File: src/rtl/mux_scan_pkg.sv
// Shared types and constants for the 4:1 mux scan controller.
package mux_scan_pkg;

  localparam int NUM_CH = 4;
  localparam int SEL_W  = 2;
  localparam int CNT_W  = 4;

  typedef enum logic [1:0] {
    IDLE = 2'd0,
    SCAN = 2'd1,
    DONE = 2'd2
  } state_t;

endpackage

File: src/rtl/mux_scan_dwell_cnt.sv
// Dwell counter: counts cycles spent on the current select; last marks the
// final dwell cycle (count == DWELL-1).
module mux_scan_dwell_cnt
  import mux_scan_pkg::*;
#(
  parameter int unsigned DWELL = 1
) (
  input  logic clk,
  input  logic rst,
  input  logic clr,
  input  logic en,
  output logic last
);

  localparam logic [CNT_W-1:0] LAST_CNT = CNT_W'(DWELL - 1);

  logic [CNT_W-1:0] cnt;

  // NOTE: sequential state uses non-blocking assignments so every register
  // samples pre-edge values regardless of block ordering.
  always_ff @(posedge clk or posedge rst) begin
    if (rst) begin
      cnt <= '0;
    end else if (clr) begin
      cnt <= '0;
    end else if (en) begin
      cnt <= cnt + 1'b1;
    end
  end

  // With DWELL=1 the count never leaves zero, so last is constantly high.
  assign last = (cnt == LAST_CNT);

endmodule

File: src/rtl/mux_scan_ctrl.sv
// Scan controller: steps a 4:1 mux select through all channels, samples
// mux_out on each channel's final dwell cycle and publishes the 4-bit result.
// Optional macro MUX_SCAN_CONT_EN: rescan continuously after the first start.
module mux_scan_ctrl
  import mux_scan_pkg::*;
#(
  parameter int unsigned DWELL = 1
) (
  input  logic              clk,
  input  logic              rst,
  input  logic              start,
  input  logic              mux_out,
  output logic [SEL_W-1:0]  sel,
  output logic              busy,
  output logic [NUM_CH-1:0] data,
  output logic              valid
);

  state_t            state;
  logic [NUM_CH-1:0] shadow;
  logic [NUM_CH-1:0] shadow_nxt;
  logic              last;
  logic              cnt_clr;
  logic              cnt_en;

  // Counter restarts on every channel change and whenever we are not scanning.
  assign cnt_en  = (state == SCAN);
  assign cnt_clr = (state != SCAN) || last;

  mux_scan_dwell_cnt #(
    .DWELL (DWELL)
  ) u_dwell (
    .clk  (clk),
    .rst  (rst),
    .clr  (cnt_clr),
    .en   (cnt_en),
    .last (last)
  );

  // NOTE: default assignment first so no path leaves shadow_nxt unassigned
  // (which would infer a latch).
  always_comb begin
    shadow_nxt      = shadow;
    shadow_nxt[sel] = mux_out;
  end

  // data/valid load on the edge that captures channel 3, so valid is high
  // exactly while the FSM sits in DONE.
  always_ff @(posedge clk or posedge rst) begin
    if (rst) begin
      state  <= IDLE;
      sel    <= '0;
      shadow <= '0;
      data   <= '0;
      valid  <= 1'b0;
      busy   <= 1'b0;
    end else begin
      valid <= 1'b0;
      case (state)
        IDLE: begin
          if (start) begin
            state <= SCAN;
            sel   <= '0;
            busy  <= 1'b1;
          end
        end
        SCAN: begin
          if (last) begin
            shadow <= shadow_nxt;
            sel    <= sel + 1'b1;
            if (sel == SEL_W'(NUM_CH - 1)) begin
              state <= DONE;
              data  <= shadow_nxt;
              valid <= 1'b1;
            end
          end
        end
        DONE: begin
`ifdef MUX_SCAN_CONT_EN
          state <= SCAN;
          sel   <= '0;
`else
          state <= IDLE;
          busy  <= 1'b0;
`endif
        end
        default: begin
          state <= IDLE;
          busy  <= 1'b0;
        end
      endcase
    end
  end

endmodule
File: config.mk
export PLATFORM = sky130hd
export DESIGN_NAME = mux_scan_ctrl
export DESIGN_NICKNAME = d
export VERILOG_FILES = /design/src/rtl/mux_scan_pkg.sv /design/src/rtl/mux_scan_dwell_cnt.sv /design/src/rtl/mux_scan_ctrl.sv
export SDC_FILE = /design/constraint.sdc
export NUM_CORES = 1
export LEC_CHECK = 0
export ABC_AREA = 1
export CORE_UTILIZATION = 55
export DETAILED_ROUTE_END_ITERATION = 8
export MAX_ROUTING_LAYER = met4
export PLACE_DENSITY = 0.81
export SLEW_MARGIN = 15
export SYNTH_ARGS = -nofsm -noshare
export SYNTH_HDL_FRONTEND = slang
export SYNTH_SLANG_ARGS = --single-unit
File: constraint.sdc
create_clock -name clk -period 2.58 [get_ports clk]
set_clock_uncertainty 0.15 [all_clocks]
set_input_delay 0.258 -clock clk [delete_from_list [all_inputs] [get_ports clk]]
set_output_delay 0.258 -clock clk [all_outputs]
set_load 0.02 [all_outputs]
==> run metrics, run 1 <==
status finished, final reports clean; clk slew on worst S/H paths ~0.09 ns; most frequent cells in the layout nand2_1 (23), dfrtp_1 (17), clkdlybuf4s50_1 (11); HPWL Detailed approximately 1000 um; Fmax achieved 573.3 MHz; critical path's largest stage delay 0.63 ns; Tot GR Track Use 19.81%; post-route insts no fill 119; core area 1350 um^2; global-route wire length before repair 2083 um; DRC viols 0; CP cell instances clkdlybuf4s50_1; Synthesized Nets 99; Critical Path Start Type flip-flop; I/O pins 12; minimum clock period between 1.5 and 2 ns; GRT Residual Overflow 0; Buffers on Ports 11; Clock Latency Late Sink 0.28 ns; DRT antenna net count 0; most common cell after layout, fill and taps aside nand2_1; Final Hold Vio Count 0; Sw Share a little over 40%; relative slew slack 57.21%; critical path's top delay family buffers and inverters; clock sinks 17; Die W roughly 40 um; Psw 0.4272 mW; pre-CTS WS 1.136 ns; syn avg cell area 9.363 um^2; Worst path slowest cell clkdlybuf4s50_1; Ys Warns 0; Pleak between 0.4 and 0.5 nW; setup ws final 0.8358 ns; Layout Nets 115; critical path class reg2out; die area 1675 um^2; largest net degree at the start of global routing 18; multi-input logic area 362.8 um^2; overall power 1.053 mW; RSZ-0062 raised after global routing no; Worst Path Buf+Inv 1; clock power share 12.9%; htree depth 1; post-DR vias/cell 5.067; post-CTS sizing 0; CTS tree yes; gp weighted congestion 0.7890; Post CTS Setup Buffer Count 0; Seq pwr share between 30 and 40%; CP Data Required Time 2.17 ns; r2r worst-path depth 5; post-synth cell types 17; Max IR drop VDD 0.7350 mV; wire length per cell 11.33 um; max cap viols 0; reg2reg end state[0]$_DFFE_PP0P_; Post-Syn Instances 89; Tcrit/Tclk final 67.60%; Sum Neg Setup Slack 0 ns; number of global-route vias before repair ~490; hold buffers post-CTS 0; cell internal pwr 0.6257 mW; Power Density approximately 1100 nW/um^2; Crit. End Element primary output; share of cells above drive strength 1 12.50%; leading post-synthesis cells by cell area dfrtp_1 (51%), nand2_1 (10%), ha_1 (9.0%); TritonRoute pass-1 iters 4; Max Slew Vio Count 0; Synth top area share between 50% and 60%; # rows 13; Comb power frac 47.7%; Post-Place Cells 115; crit-path max FO 5; initial antenna violation count 0; HP Class in2async; die height around 41 um; #FFs+latches synth 17; clk root buf clkbuf_4; Yosys top cell by area dfrtp_1; final setup vio count 0; cell area after synthesis 833.3 um^2; Initial Util a little over 60%; FF-to-FF Start u_dwell.cnt[0]$_DFFE_PP0P_; fillers 104; WL final 1348 um; Ant. Diodes 0; Arr. time, crit path between 1 and 1.5 ns; vias after detailed routing 603; flop2flop setup slack 1.13 ns; Max Root-Sink Buffers 2; register area roughly 430 um^2; number of DRC markers in iteration 0 5; Num CTS Buffers 3; Seq/Total Area, Yosys 51.05%; critical path depth in cells 1; Hold Slack 0.2071 ns; Area growth syn-to-layout 18.62%; Worst-Margin Slew 0.6412 ns
[layout make-up]
class | instances | area share (%)
multi-input cells | 60 | 36.71
flip-flops and latches | 17 | 43.04
well taps | 15 | 1.899
inverters | 12 | 4.557
repair buffers | 11 | 11.14
clock buffers | 4 | 2.658
[sequential cells by signal, indices dropped and copies added, names as in the netlist]
register	count
valid	1
data	4
u_dwell.cnt	4
busy	1
sel	2
state	2
shadow	3
[cell usage after synthesis]
master / instances
inv_2: 2
nand2_2: 2
nor2_1: 6
nand3_2: 1
o21ai_1: 2
ha_1: 6
xnor2_1: 1
nand4_2: 1
nand4_1: 3
nand3_1: 5
dfrtp_1: 17
xor2_1: 1
o211ai_1: 1
nor2_4: 4
inv_1: 10
nand2_1: 23
o21ai_0: 4
[worst max-delay path by stage]
stage / from / endpoint / slack (ns)
6_report: sel[0]$_DFFE_PP0P_ / sel[0] / 0.84
2_1_floorplan: sel[0]$_DFFE_PP0P_ / shadow[0]$_DFFE_PP0P_ / 1.22
4_1_cts: sel[0]$_DFFE_PP0P_ / sel[0] / 0.83
3_5_place_dp: sel[0]$_DFFE_PP0P_ / sel[0] / 1.14
3_3_place_gp: sel[1]$_DFFE_PP0P_ / sel[1] / 1.17
5_1_grt: sel[0]$_DFFE_PP0P_ / sel[0] / 0.79
[cells by family after synthesis]
group                      share of synthesized area (%)
AOI/OAI and AO/OA                                  4.505
xor gates and xnor gates                           2.102
adders and majority gates                          9.009
buffers and inverters                              5.406
DFF                                                51.05
and+or+nand+nor                                    27.93
[per-stage QoR]
| step | instance area [um^2] | util (%) |
|---|---|---|
| after floorplan | 833.3 | - |
| after global placement | 962.2 | 71.27 |
| after detailed placement | 962.2 | 71.27 |
| after CTS | 988.4 | 73.22 |
| after global routing | 988.4 | 73.22 |
| final | 988.4 | 73.22 |
[routing by layer]
layer	GRT usage, %	share of wire (%)	vias to the layer above
met5	-	0	-
met4	5.000	0.74	0
met3	4.891	4.1	2
met2	27.34	44	17
met1	28.82	51	271
li1	-	-	313
[power groups by stage]
stage	logic [mW]	registers, mW	clock network [mW]
after floorplan	0.272	0.477	0
after global placement	0.492	0.414	0
after detailed placement	0.502	0.422	0
after CTS	0.506	0.416	0.141
after global routing	0.558	0.428	0.150
final	0.502	0.415	0.136
(Power assumes the default switching activity.)
==> run 2, diff against run 1 <==
CORE_UTILIZATION = 51   (was 55)
PLACE_DENSITY = 0.76   (was 0.81)
clock period = 1.77 ns   (was 2.58 ns; I/O delays follow)
==> run 2 against run 1 <==
Net effect: worst setup slack worse by 0.75 ns; die area is 7.4% higher; sequential cell count stayed put; final cell count is 1.7% higher; critical endpoint is now sel[1]; largest cell class unchanged; largest power group unchanged.
==> run metrics, run 2 (synthesized netlist as in run 1, its figures left out) <==
r2r worst-path depth 5; Final Hold Vio Count 0; Buffers on Ports 11; final setup vio count 0; HPWL Detailed 1095 um; Crit. End Element primary output; GRT Residual Overflow 0; Max IR drop VDD ~0.86 mV; die area 1799 um^2; largest net degree at the start of global routing 18; flop2flop setup slack around 0.35 ns; critical path's top delay family buffers and inverters; Tot GR Track Use 19.70%; minimum clock period 1.684 ns; CP Data Required Time 1.44 ns; TritonRoute pass-1 iters 4; wire length per cell 11.79 um; Post CTS Setup Buffer Count 0; setup ws final 0.08645 ns; share of cells above drive strength 1 13.33%; Max Root-Sink Buffers 2; overall power approximately 1.6 mW; Largest regs data: 4 flops, u_dwell.cnt: 4 flops, shadow: 3 flops; utilization after layout about 65%; HP Class in2async; clock sinks 17; Area growth syn-to-layout 19.67%; most frequent cells in the layout nand2_1 (23), dfrtp_1 (17), clkdlybuf4s50_1 (11); Worst Path Buf+Inv 1; DRC viols 0; max cap viols 0; Arr. time, crit path approximately 1.4 ns; WL final 1426 um; post-CTS sizing 0; Pleak between 0.4 and 0.5 nW; post-DR vias/cell 5.140; gp weighted congestion 0.8237; Max Slew Vio Count 0; die height 42.42 um; most common cell after layout, fill and taps aside nand2_1; Fmax achieved 594.0 MHz; core area 1524 um^2; DRT antenna net count 0; Worst path slowest cell clkdlybuf4s50_1; # rows 14; htree depth 1; critical path class reg2out; Initial Util between 50% and 60%; initial antenna violation count 0; Critical Path Start Type flip-flop; clk root buf clkbuf_4; crit-path max FO 5; number of DRC markers in iteration 0 17; Layout Nets 116; Clock Latency Late Sink 0.29 ns; pre-CTS WS 0.3558 ns; I/O pins 12; Hold Slack 0.03149 ns; fillers ~140; Ant. Diodes 0; global-route wire length before repair 2511 um; status finished, final reports clean; clk slew on worst S/H paths 0.10 ns; number of global-route vias before repair 587; Num CTS Buffers 3; vias after detailed routing 622; hold buffers post-CTS 0; relative slew slack 81.44%; critical path's largest stage delay between 0.6 and 0.7 ns; reg2reg end shadow[2]$_DFFE_PP0P_; FF-to-FF Start sel[0]$_DFFE_PP0P_; Worst-Margin Slew ~0.28 ns; Die W 42.42 um; CP cell instances clkdlybuf4s50_1; Tcrit/Tclk final between 90% and 100%; Power Density 1563 nW/um^2; RSZ-0062 raised after global routing no; CTS tree yes; Sum Neg Setup Slack 0 ns; register area 425.4 um^2; multi-input logic area around 360 um^2
## run 2: cell types whose count changed in the layout (fill, tap and decap cells not counted), sizes merged
cell  before  now
buf        0    1
## run 2: metrics by stage
step	cells	cell area, um^2
2_1_floorplan	89	833.3
3_3_place_gp	117	970.9
3_5_place_dp	117	970.9
4_1_cts	121	997.2
5_1_grt	121	997.2
6_report	121	997.2
## run 2: how the worst max path moves through the flow
| stage | end | slack [ns] | from | cells past startpoint |
|---|---|---|---|---|
| 2_1_floorplan | shadow[0]$_DFFE_PP0P_ | 0.41 | sel[0]$_DFFE_PP0P_ | 5 |
| 3_3_place_gp | state[0]$_DFFE_PP0P_ | 0.40 | u_dwell.cnt[0]$_DFFE_PP0P_ | 5 |
| 4_1_cts | sel[1] | 0.08 | sel[1]$_DFFE_PP0P_ | 1 |
| 5_1_grt | sel[1] | 0.03 | sel[1]$_DFFE_PP0P_ | 1 |
| 6_report | sel[1] | 0.09 | sel[1]$_DFFE_PP0P_ | 1 |
| 3_5_place_dp | state[0]$_DFFE_PP0P_ | 0.36 | u_dwell.cnt[0]$_DFFE_PP0P_ | 5 |
## run 2: routing by layer
| layer | share of wire [%] | vias up | global-route usage (%) |
|---|---|---|---|
| met4 | 2.4 | 0 | 11.25 |
| met3 | 4.0 | 5 | 3.879 |
| li1 | - | 318 | - |
| met5 | 0 | - | - |
| met1 | 49 | 281 | 26.84 |
| met2 | 45 | 18 | 27.38 |
## run 2: tightest hold or removal path, stage by stage
cell             delay, ns
clkdlybuf4s50_1       0.40
inv_1                 0.05
buf_4                 0.23
## run 2: area by class of cell
cell class / instances / area share [%]
clock buffers: 4 / 2.635
inverters: 12 / 4.517
multi-input cells: 60 / 36.39
flip-flops and latches: 17 / 42.66
well taps: 16 / 2.008
repair buffers: 12 / 11.79
## run 2: where the power goes
part / total, mW / internal (mW) / leakage [nW] / switching (mW)
registers: 0.604 / 0.516 / 0.218 / 0.0875
clock network: 0.208 / 0.0878 / 0.0150 / 0.120
logic: 0.747 / 0.310 / 0.255 / 0.436
total: 1.56 / 0.914 / 0.488 / 0.644
